===== config.mk =====
export PLATFORM = sky130hd
export DESIGN_NAME = spart_rx_frame
export DESIGN_NICKNAME = d
export VERILOG_FILES = /design/src/rtl/spart_pkg.sv /design/src/rtl/spart_rx_tick_cnt.sv /design/src/rtl/spart_rx_frame.sv
export SDC_FILE = /design/constraint.sdc
export NUM_CORES = 1
export LEC_CHECK = 0
export BUFFER_PORTS_ARGS = -buffer_cell sky130_fd_sc_hd__buf_4
export CORE_MARGIN = 2
export CORE_UTILIZATION = 45
export DETAILED_ROUTE_END_ITERATION = 8
export HOLD_SLACK_MARGIN = 0.1
export PLACE_DENSITY = 0.62
export SYNTH_ARGS = -nofsm -noshare
export SYNTH_HDL_FRONTEND = slang
export SYNTH_SLANG_ARGS = --single-unit

===== constraint.sdc =====
create_clock -name clk -period 2.6 [get_ports clk]
set_clock_uncertainty 0.2 [all_clocks]
set_input_delay 0.52 -clock clk [delete_from_list [all_inputs] [get_ports clk]]
set_output_delay 0.52 -clock clk [all_outputs]
set_load 0.1 [all_outputs]

===== src/rtl/spart_pkg.sv =====
// -----------------------------------------------------------------------------
// spart_pkg
// Shared definitions for the SPART receive path: frame defaults, the
// oversample tick constants and the receive FSM state encoding.
// -----------------------------------------------------------------------------
package spart_pkg;

  // Default frame geometry.
  localparam int SPART_DATA_BITS = 8;
  localparam int SPART_OSR       = 16;

  // Tick positions within one bit period for the default OSR.
  localparam int MID_TICK  = SPART_OSR / 2 - 1;  // mid start bit
  localparam int LAST_TICK = SPART_OSR - 1;      // mid data/stop bit

  // Receive FSM, 2-bit encoding.
  typedef enum logic [1:0] {
    ST_IDLE  = 2'b00,
    ST_START = 2'b01,
    ST_DATA  = 2'b10,
    ST_STOP  = 2'b11
  } rx_state_e;

  // Same tick positions for a non-default OSR.
  function automatic int mid_tick(input int osr);
    return osr / 2 - 1;
  endfunction

  function automatic int last_tick(input int osr);
    return osr - 1;
  endfunction

endpackage


===== src/rtl/spart_rx_tick_cnt.sv =====
// -----------------------------------------------------------------------------
// spart_rx_tick_cnt
// Oversample tick counter and received-bit counter for the rx framer.
//
// Ports:
//   clk, rst_n    clock / async active-low reset
//   i_en          oversample enable (brg_en); counters only move when high
//   i_tick_clr    clear the tick counter (priority over i_tick_run)
//   i_tick_run    advance the tick counter (wraps modulo OSR)
//   i_bit_clr     clear the bit counter (priority over i_bit_inc)
//   i_bit_inc     advance the bit counter
//   o_tick_mid    tick counter at OSR/2-1
//   o_tick_last   tick counter at OSR-1
//   o_bit_last    bit counter at DATA_BITS-1
// -----------------------------------------------------------------------------
module spart_rx_tick_cnt
  import spart_pkg::*;
#(
  parameter int DATA_BITS = SPART_DATA_BITS,
  parameter int OSR       = SPART_OSR
) (
  input  logic clk,
  input  logic rst_n,
  input  logic i_en,
  input  logic i_tick_clr,
  input  logic i_tick_run,
  input  logic i_bit_clr,
  input  logic i_bit_inc,
  output logic o_tick_mid,
  output logic o_tick_last,
  output logic o_bit_last
);

  localparam int TW = $clog2(OSR);
  localparam int BW = $clog2(DATA_BITS) + 1;

  logic [TW-1:0] r_tick;
  logic [BW-1:0] r_bit;

  // OSR is a power of two, so the natural wrap of r_tick is the bit boundary.
  always_ff @(posedge clk or negedge rst_n) begin
    if (!rst_n) begin
      r_tick <= '0;
      r_bit  <= '0;
    end else if (i_en) begin
      if (i_tick_clr)      r_tick <= '0;
      else if (i_tick_run) r_tick <= r_tick + 1'b1;

      if (i_bit_clr)       r_bit <= '0;
      else if (i_bit_inc)  r_bit <= r_bit + 1'b1;
    end
  end

  assign o_tick_mid  = (r_tick == TW'(mid_tick(OSR)));
  assign o_tick_last = (r_tick == TW'(last_tick(OSR)));
  assign o_bit_last  = (r_bit  == BW'(DATA_BITS - 1));

endmodule


===== src/rtl/spart_rx_frame.sv =====
// -----------------------------------------------------------------------------
// spart_rx_frame
// SPART receive framer. Validates the start bit at its midpoint, samples
// DATA_BITS data bits LSB-first at mid-bit, checks the stop bit and hands the
// byte to the bus interface with data-available / framing / overrun flags.
//
// Ports:
//   clk, rst_n    clock / async active-low reset
//   brg_en        one-clk oversample tick, OSR per bit period
//   rx_sample     synchronized serial line (idle high)
//   rd_ack        one-clk pulse: byte consumed (honoured on any clk)
//   rx_data       last accepted byte
//   rda           receive data available
//   frame_err     stop bit of the accepted byte was 0
//   overrun       a byte completed while rda=1 and was discarded
//   busy          FSM not idle
// -----------------------------------------------------------------------------
module spart_rx_frame
  import spart_pkg::*;
#(
  parameter int DATA_BITS = SPART_DATA_BITS,
  parameter int OSR       = SPART_OSR
) (
  input  logic                 clk,
  input  logic                 rst_n,
  input  logic                 brg_en,
  input  logic                 rx_sample,
  input  logic                 rd_ack,
  output logic [DATA_BITS-1:0] rx_data,
  output logic                 rda,
  output logic                 frame_err,
  output logic                 overrun,
  output logic                 busy
);

  rx_state_e            r_state, w_state_nxt;
  logic [DATA_BITS-1:0] r_shift;
  logic [DATA_BITS-1:0] r_rx_data;
  logic                 r_rda, r_frame_err, r_overrun;

  logic w_tick_clr, w_tick_run, w_bit_clr, w_bit_inc;
  logic w_tick_mid, w_tick_last, w_bit_last;
  logic w_sample_bit, w_commit;

  spart_rx_tick_cnt #(
    .DATA_BITS (DATA_BITS),
    .OSR       (OSR)
  ) u_cnt (
    .clk         (clk),
    .rst_n       (rst_n),
    .i_en        (brg_en),
    .i_tick_clr  (w_tick_clr),
    .i_tick_run  (w_tick_run),
    .i_bit_clr   (w_bit_clr),
    .i_bit_inc   (w_bit_inc),
    .o_tick_mid  (w_tick_mid),
    .o_tick_last (w_tick_last),
    .o_bit_last  (w_bit_last)
  );

  // Everything here is qualified by brg_en; without it the FSM holds.
  always_comb begin
    w_state_nxt  = r_state;
    w_tick_clr   = 1'b0;
    w_tick_run   = 1'b0;
    w_bit_clr    = 1'b0;
    w_bit_inc    = 1'b0;
    w_sample_bit = 1'b0;
    w_commit     = 1'b0;
    if (brg_en) begin
      case (r_state)
        ST_IDLE: begin
          if (!rx_sample) begin
            w_state_nxt = ST_START;
            w_tick_clr  = 1'b1;
          end
        end
        ST_START: begin
          if (w_tick_mid) begin
            // Line must still be low at mid start bit, else it was a glitch.
            if (!rx_sample) begin
              w_state_nxt = ST_DATA;
              w_tick_clr  = 1'b1;
              w_bit_clr   = 1'b1;
            end else begin
              w_state_nxt = ST_IDLE;
            end
          end else begin
            w_tick_run = 1'b1;
          end
        end
        ST_DATA: begin
          // Tick counter wraps to 0 on the sample tick, re-aligning to mid-bit.
          w_tick_run = 1'b1;
          if (w_tick_last) begin
            w_sample_bit = 1'b1;
            w_bit_inc    = 1'b1;
            if (w_bit_last) w_state_nxt = ST_STOP;
          end
        end
        ST_STOP: begin
          if (w_tick_last) begin
            w_commit    = 1'b1;
            w_state_nxt = ST_IDLE;
          end else begin
            w_tick_run = 1'b1;
          end
        end
        default: w_state_nxt = ST_IDLE;
      endcase
    end
  end

  always_ff @(posedge clk or negedge rst_n) begin
    if (!rst_n) begin
      r_state <= ST_IDLE;
      r_shift <= '0;
    end else begin
      r_state <= w_state_nxt;
      // LSB arrives first, so shift right and insert at the MSB.
      if (w_sample_bit) r_shift <= {rx_sample, r_shift[DATA_BITS-1:1]};
    end
  end

  // Commit has priority over rd_ack: an ack on the commit cycle frees the
  // holding register, so the new byte loads instead of overrunning.
  always_ff @(posedge clk or negedge rst_n) begin
    if (!rst_n) begin
      r_rx_data   <= '0;
      r_rda       <= 1'b0;
      r_frame_err <= 1'b0;
      r_overrun   <= 1'b0;
    end else if (w_commit) begin
      if (!r_rda || rd_ack) begin
        r_rx_data   <= r_shift;
        r_rda       <= 1'b1;
        r_frame_err <= ~rx_sample;
        r_overrun   <= 1'b0;
      end else begin
        r_overrun   <= 1'b1;
      end
    end else if (rd_ack) begin
      r_rda       <= 1'b0;
      r_frame_err <= 1'b0;
      r_overrun   <= 1'b0;
    end
  end

  assign rx_data   = r_rx_data;
  assign rda       = r_rda;
  assign frame_err = r_frame_err;
  assign overrun   = r_overrun;
  assign busy      = (r_state != ST_IDLE);

endmodule


==> results.env, run 1 <==
PLACE.GP.CONGESTION=0.7252
POSTSYNTHAREAPERCELL_UM2=12.73
SLEW_HEADROOM=0.5311
CTS_NUM_SINKS=29
SYNTH_TOP_FLOP_CELL='dfrtp_1'
SEQ_AREA_FRAC_SYNTH=0.5326
PORT_BUFFERS=16
DRT_WL_TOTAL_UM=2410
YS_SEQ_ELEMENTS=29
SYNTHTOLAYOUTAREAGROWTH_PCT=15.15
PLACEDCELLCOUNT=152
DIEHEIGHT_UM=59.03
GRT_PASS1_VIAS=921
WORST_PATH_DOMINANT_CELL_FAMILY='flip-flops'
SYNTH_EDF_COUNT=0
NETLIST_TOP_CELLS_AREA='dfrtp_1, mux2_2, xnor2_1'
FLOORPLAN.INITIALDENSITY=0.4857
POWER.SWITCHING_FRACTION=0.3580
TIMING.HOLD.WORST.CLASS='in2reg'
WORST-ENDPOINT-REQUIRED_NS=1.88
LAYOUT_COMMONEST_CELL='dfrtp_1'
CLKPWRFRAC=0.233
WORSTHOLDPATHCELLS=2
WORST-R2R-SETUP-SLACK_NS=0.57
ARRIVAL_NS=1.48
DETAIL_ROUTE.WL_PER_CELL_UM=14.97
TIMING.CRITICAL_PATH.SLOWEST_CELL_DELAY_NS=0.56
GRT_SETUP_UNREPAIRED='no'
DETAIL_ROUTE.FIRST_PASS.ITERATIONS=4
USE_MET2=0.2349
BUSIEST_LAYER='met2'
TIMING.FMAX_MHz=454.7
POWER_FRAC_SEQ=0.551
CTS.REPORTEDPATHS.CLKPINSLEW_NS=0.09
POWER_SWITCHING_uW=388.9
GLOBALROUTEMET3UTIL=0.04803
PATH_CLASS='reg2out'
FLOORPLAN.DIE.WIDTH_UM=59.03
CP_NUM_BUF_INV=1
CLOCK_TREE_FROM_TRITONCTS='done'
SETUP-TNS-FINAL_NS=0
LAYOUT_WORST_PATH_CYCLE_SHARE=0.8460
CELL_INT_POWER_uW=697.4
SETUP_VIOL=0
WORSTHOLDENDPOINT='overrun'
FIRST_PASS_GRT_WIRE_LENGTH_UM=4243
OUTCOME='finished, final reports clean'
CRIT_PATH_CELL_TRACE='or2_2 > buf_4'
DPL.HPWL_UM=1671
GRT_OVERFLOW_TOTAL=0
AVGVIACOUNTPERCELL=5.652
CRIT_PATH_START_KIND='register'
FIN_CRIT_NS=2.199
FINAL_CORE_UTIL=0.5593
MOST-COMMON-LAYOUT-CELLS='dfrtp_1, buf_4, mux2_2'
SYNTHESIS.AREA_UM2=1363
DESIGN_AREA_UM2=1569
YS_WARN_COUNT=0
CP-END-KIND='output pin'
CRIT_PATH_TOP_DELAY_CELL='dfrtp_1'
FP.DIEAREA_UM2=3484
TIMING.FINAL.HOLD_VIOLATIONS=0
ANT_NETS=0
REG2REG_TO='r_shift[1]'
CTS_MADE_BUFFERS=5
SYNTHDISTINCTLIBCELLS=38
MIN-DELAY-START='rd_ack'
FINAL_LAYOUT_SIZE_SUFFIX_GT1_FRAC=0.3846
FINAL_NETS=136
CLOCK_LATENCY_NS=0.32
PLACED_INSTANCE_AREA_UM2=1508
YS_ASYNC_SR_FRACTION=1.000
IR_DROP_mV=0.3040
CTSHTREEMAXLEVEL=2
VIAS=910
GRT.MET1_USAGE=0.2315
ROOT_BUFFER='clkbuf_4'
NETLIST.TOP_CELL.BY_AREA='dfrtp_1'
PORTION_OF_TOTAL_POWER_ATTRIBUTED_TO_COMBINATIONAL_LOGIC=0.216
MAXSLEWVIOLCOUNT=0
CAP_VIOL_MAX_COUNT=0
P_LEAK_uW=0.0007235
NUMBER_OF_ANTENNA_VIOLATIONS_AT_THE_FIRST_CHECK_IN_GLOBAL_ROUTING=0
GRT_MAX_DEGREE=30
NUM_ANTENNA_CELLS=0
PLACEABLECOREAREA_UM2=2805
FILLERINSTANCES=254
WORST_PIN_SLEW_NS=0.6969
NUM_ROWS=19
DRT_FIRST_ITER_VIOLATIONS=29
DETAIL_ROUTE.DRC_VIOLATIONS=0
SYN_INST=107
POWER_DENSITY_nW_PER_UM2=692.4
BUFFER_LEVELS_ON_THE_LONGEST_CLOCK_PATH=2
TRACK_USAGE=0.1650
SYN-NUM-NETS=114
R2R-START='u_cnt.r_tick[0]'
REG2REG_DEPTH=5
LAYOUT.CELLS.NON_FILLER=161
NUM_IO_PINS=17
WORSTPATHMAXFANOUT=13
YOSYS.AREA.TOP_TYPE_SHARE=0.5326
-- state kept, by name (all words and copies together) (netlist names), named ones only --
signal and flops:
frame_err 1, overrun 1, u_cnt.r_bit 4, rx_data 8
u_cnt.r_tick 4, r_shift 8, rda 1, r_state 1
-- layout make-up --
type / instances / area [um^2] / share of cell area
Clock buffer: 6 / 41.29 / 0.02632
Multi-Input combinational cell: 72 / 600.6 / 0.3828
Tap cell: 31 / 38.79 / 0.02472
Sequential cell: 29 / 725.7 / 0.4625
Timing Repair Buffer: 19 / 145.1 / 0.09250
Clock inverter: 2 / 10.01 / 0.006380
Inverter: 2 / 7.507 / 0.004785
-- kinds of logic after synthesis --
logic type / count (synthesis) / share of synthesized area
AND/OR/NAND/NOR: 30 / 0.1616
multiplexers: 19 / 0.1543
XOR/XNOR: 4 / 0.02571
adder cells (fa/ha/maj): 2 / 0.01836
flip-flops: 29 / 0.5326
AO/OA/AOI/OAI: 17 / 0.08082
buffers and inverters: 6 / 0.02663
-- power groups by stage --
stage / Clock, uW / Sequential, uW / Combinational (uW)
2_1_floorplan: 0 / 542 / 242
3_3_place_gp: 0 / 601 / 226
3_5_place_dp: 0 / 605 / 236
4_1_cts: 264 / 597 / 237
5_1_grt: 289 / 613 / 264
6_report: 253 / 599 / 235
-- cells in the mapped netlist, types with 2 or more instances --
master	count
xnor2_1	4
nand2_1	2
mux2_2	16
dfrtp_1	29
mux2i_1	3
nand3_1	3
nor2_1	7
a21oi_1	5
buf_2	2
nor2b_1	2
o21ai_1	2
ha_1	2
inv_1	2
nor4b_2	2
nand4_1	2
o21ai_0	2
-- worst max path at each step --
| stage | from | end | cells after the start |
|---|---|---|---|
| global route | register | busy | 2 |
| floorplan | rda | rx_data[0] | 3 |
| CTS | register | busy | 2 |
| finish | register | busy | 2 |
| detailed placement | u_cnt.r_tick[0] | r_shift[6] | 5 |
| global placement | r_state[0] | rx_data[3] | 4 |
-- stage by stage --
step | hold slack [ns] | total power, uW | setup slack, ns
finish | 0.1677 | 1086 | 0.4005
floorplan | 0.02441 | 783.8 | 0.5474
CTS | 0.1552 | 1098 | 0.3870
detailed placement | 0.2679 | 841.2 | 0.5785
global route | 0.1465 | 1166 | 0.3251
global placement | 0.2577 | 827.6 | 0.6511
-- timing repair --
action / 4_1_cts / 5_1_grt
buffers inserted: 0 / 0
hold endpoints to repair: 29 / 0
gates resized for setup: 0 / 0
hold buffers: 1 / 0
-- routing by layer --
layer | part of all wire | vias up
met5 | 0 | -
met4 | 0.017 | 0
met3 | 0.055 | 6
met2 | 0.44 | 25
met1 | 0.48 | 447
li1 | - | 432
Note: power is estimated with default switching activity, not from simulation.
==> run 2: changes to the inputs <==
==> constraint.sdc (replaced) <==
create_clock -name clk -period 2.2 [get_ports clk]
set_clock_uncertainty 0.2 [all_clocks]
set_input_delay 0.44 -clock clk [delete_from_list [all_inputs] [get_ports clk]]
set_output_delay 0.44 -clock clk [all_outputs]
set_load 0.1 [all_outputs]
==> run 2 against run 1 <==
  * Hold slack got worse by 0.024 ns
  * Combinational power up 26%
  * Sequential power is 16% higher
  * Critical path depth unchanged
  * Power increased by 19%
==> results.env, run 2 (synthesized netlist as in run 1, its figures left out) <==
TIMING.HOLD.WORST.CLASS='in2reg'
CRIT_PATH_TOP_DELAY_CELL='dfrtp_1'
SYNTHTOLAYOUTAREAGROWTH_PCT=16.99
FP.DIEAREA_UM2=3484  # unchanged
DETAIL_ROUTE.FIRST_PASS.ITERATIONS=3  # -1
GRT_PASS1_VIAS=905  # -1.7%
TIMING.FINAL.HOLD_VIOLATIONS=0  # unchanged
PATH_CLASS='reg2out'
P_LEAK_uW=0.0007374  # +1.9%
POSTCTSSETUPBUFFERS=0  # unchanged
CLOCK_LATENCY_NS=0.32  # about the same
WORST_PIN_SLEW_NS=0.4971  # -0.1998 ns
PORT_BUFFERS=16  # unchanged
GRT_SETUP_UNREPAIRED='no'
TIMING.CRITICAL_PATH.SLOWEST_CELL_DELAY_NS=0.55  # about the same
CRIT_PATH_CELL_TRACE='or2_2 > buf_4'
PLACEABLECOREAREA_UM2=2805  # unchanged
WORST-ENDPOINT-REQUIRED_NS=1.56  # -0.32 ns
CAP_VIOL_MAX_COUNT=0  # unchanged
NUM_ROWS=19  # unchanged
DETAIL_ROUTE.DRC_VIOLATIONS=0  # unchanged
IR_DROP_mV=0.4340  # +43%
CTSHTREEMAXLEVEL=2  # unchanged
FIRST_PASS_GRT_WIRE_LENGTH_UM=4160  # -2.0%
SETUP_VIOL=0  # unchanged
BUFFER_LEVELS_ON_THE_LONGEST_CLOCK_PATH=2  # unchanged
WORSTPATHMAXFANOUT=13  # unchanged
FLOORPLAN.INITIALDENSITY=0.4857  # unchanged
CTS_MADE_BUFFERS=5  # unchanged
AVGVIACOUNTPERCELL=5.482  # -3.0%
LAYOUT_WORST_PATH_CYCLE_SHARE=0.9571
PLACE.GP.CONGESTION=0.7159  # -1.3%
DIEHEIGHT_UM=59.03  # unchanged
CP-END-KIND='output pin'
NUM_ANTENNA_CELLS=0  # unchanged
TIMING.FMAX_MHz=474.9
LAYOUT_COMMONEST_CELL='dfrtp_1'
FINAL_CORE_UTIL=0.5682  # +0.008921
SLEW_HEADROOM=0.6679  # +0.1368
ROOT_BUFFER='clkbuf_4'
GRT_MAX_DEGREE=30  # unchanged
FINAL_LAYOUT_SIZE_SUFFIX_GT1_FRAC=0.3910  # +0.006362
DRT_FIRST_ITER_VIOLATIONS=19  # -34%
REPORT.POWER.TOTAL_uW=1294  # +19%
DPL.HPWL_UM=1626  # -2.7%
POST_CTS.RESIZED_INSTANCES=0  # unchanged
OUTCOME='finished, final reports clean'
MAXSLEWVIOLCOUNT=0  # unchanged
CTS_NUM_SINKS=29  # unchanged
ANT_NETS=0  # unchanged
CTS.REPORTEDPATHS.CLKPINSLEW_NS=0.10  # about the same
CLOCK_TREE_FROM_TRITONCTS='done'
TRACK_USAGE=0.1634  # -0.001698
VIAS=899  # -1.2%
FIN_CRIT_NS=2.106
POST_CTS_HOLD_BUFFER_COUNT=2  # +1
DRT_WL_TOTAL_UM=2346  # -2.7%
POWER_DENSITY_nW_PER_UM2=811.8  # +17%
CRIT_PATH_START_KIND='register'
CP_NUM_BUF_INV=1  # unchanged
ARRIVAL_NS=1.47  # about the same
NUMBER_OF_ANTENNA_VIOLATIONS_AT_THE_FIRST_CHECK_IN_GLOBAL_ROUTING=0  # unchanged
DETAIL_ROUTE.WL_PER_CELL_UM=14.30  # -4.4%
GRT_OVERFLOW_TOTAL=0  # unchanged
NUM_IO_PINS=17  # unchanged
FLOORPLAN.DIE.WIDTH_UM=59.03  # unchanged
SETUP-TNS-FINAL_NS=0  # unchanged
FINAL_NETS=139  # +2.2%
MOST-COMMON-LAYOUT-CELLS='dfrtp_1, buf_4, mux2_2'
WORST_PATH_DOMINANT_CELL_FAMILY='flip-flops'
==> run 2: cell types whose count changed in the layout (fill, tap and decap cells not counted), sizes merged <==
cell / before / now
buf: 18 / 20
dlygate4sd3: 1 / 2
==> run 2: worst reg2reg max path: cells and delay by family (launching register included) <==
| kind | cells | cell delay [ns] |
|---|---|---|
| adders and majority gates | 1 | 0.26 |
| DFF | 1 | 0.38 |
| muxes | 1 | 0.36 |
| and+or+nand+nor | 3 | 0.66 |
==> run 2: layout make-up <==
| type | instances | area, um^2 |
|---|---|---|
| Fill cell | 259 | 1211 |
| Sequential cell | 29 | 725.7 |
| Multi-Input combinational cell | 72 | 600.6 |
| Timing Repair Buffer | 22 | 170.2 |
| Clock buffer | 6 | 41.29 |
| Tap cell | 31 | 38.79 |
| Clock inverter | 2 | 10.01 |
| Inverter | 2 | 7.507 |
==> run 2: stage by stage <==
step	instance area, um^2	hold slack, ns	instances	worst slack, ns
floorplan	1363	-0.05559	107	0.1474
global route	1594	0.1449	164	0.002131
detailed placement	1523	0.1875	154	0.2269
finish	1594	0.1434	164	0.09438
global placement	1523	0.1755	154	0.2760
CTS	1594	0.1294	164	0.07402
==> run 2: worst paths after layout <==
path	startpoint	endpoint	slack [ns]	depth (start not counted)
min in group asynchronous	rst_n	u_cnt.r_tick[3]	0.36	2
worst min register to register	rx_data[3]	rx_data[3]	0.32	1
worst max register to register	u_cnt.r_tick[0]	rx_data[4]	0.23	5
worst min-delay path	rx_sample	frame_err	0.14	2
worst max-delay path	register	busy	0.09	2
max in group asynchronous	rst_n	rx_data[2]	1.16	2
==> run 2: per-layer routing <==
metal / vias to the layer above / track usage / routed length, um
met4: 0 / 0.06818 / 46
met2: 17 / 0.2429 / 999
met5: - / 0 / 0
li1: 441 / - / -
met3: 5 / 0.05022 / 101
met1: 436 / 0.2222 / 1197
==> run 2: report_power, final <==
group	total, uW	internal (uW)	switching [uW]
combinational	297	128	169
clock	304	122	182
sequential	693	585	108
total	1290	835	459
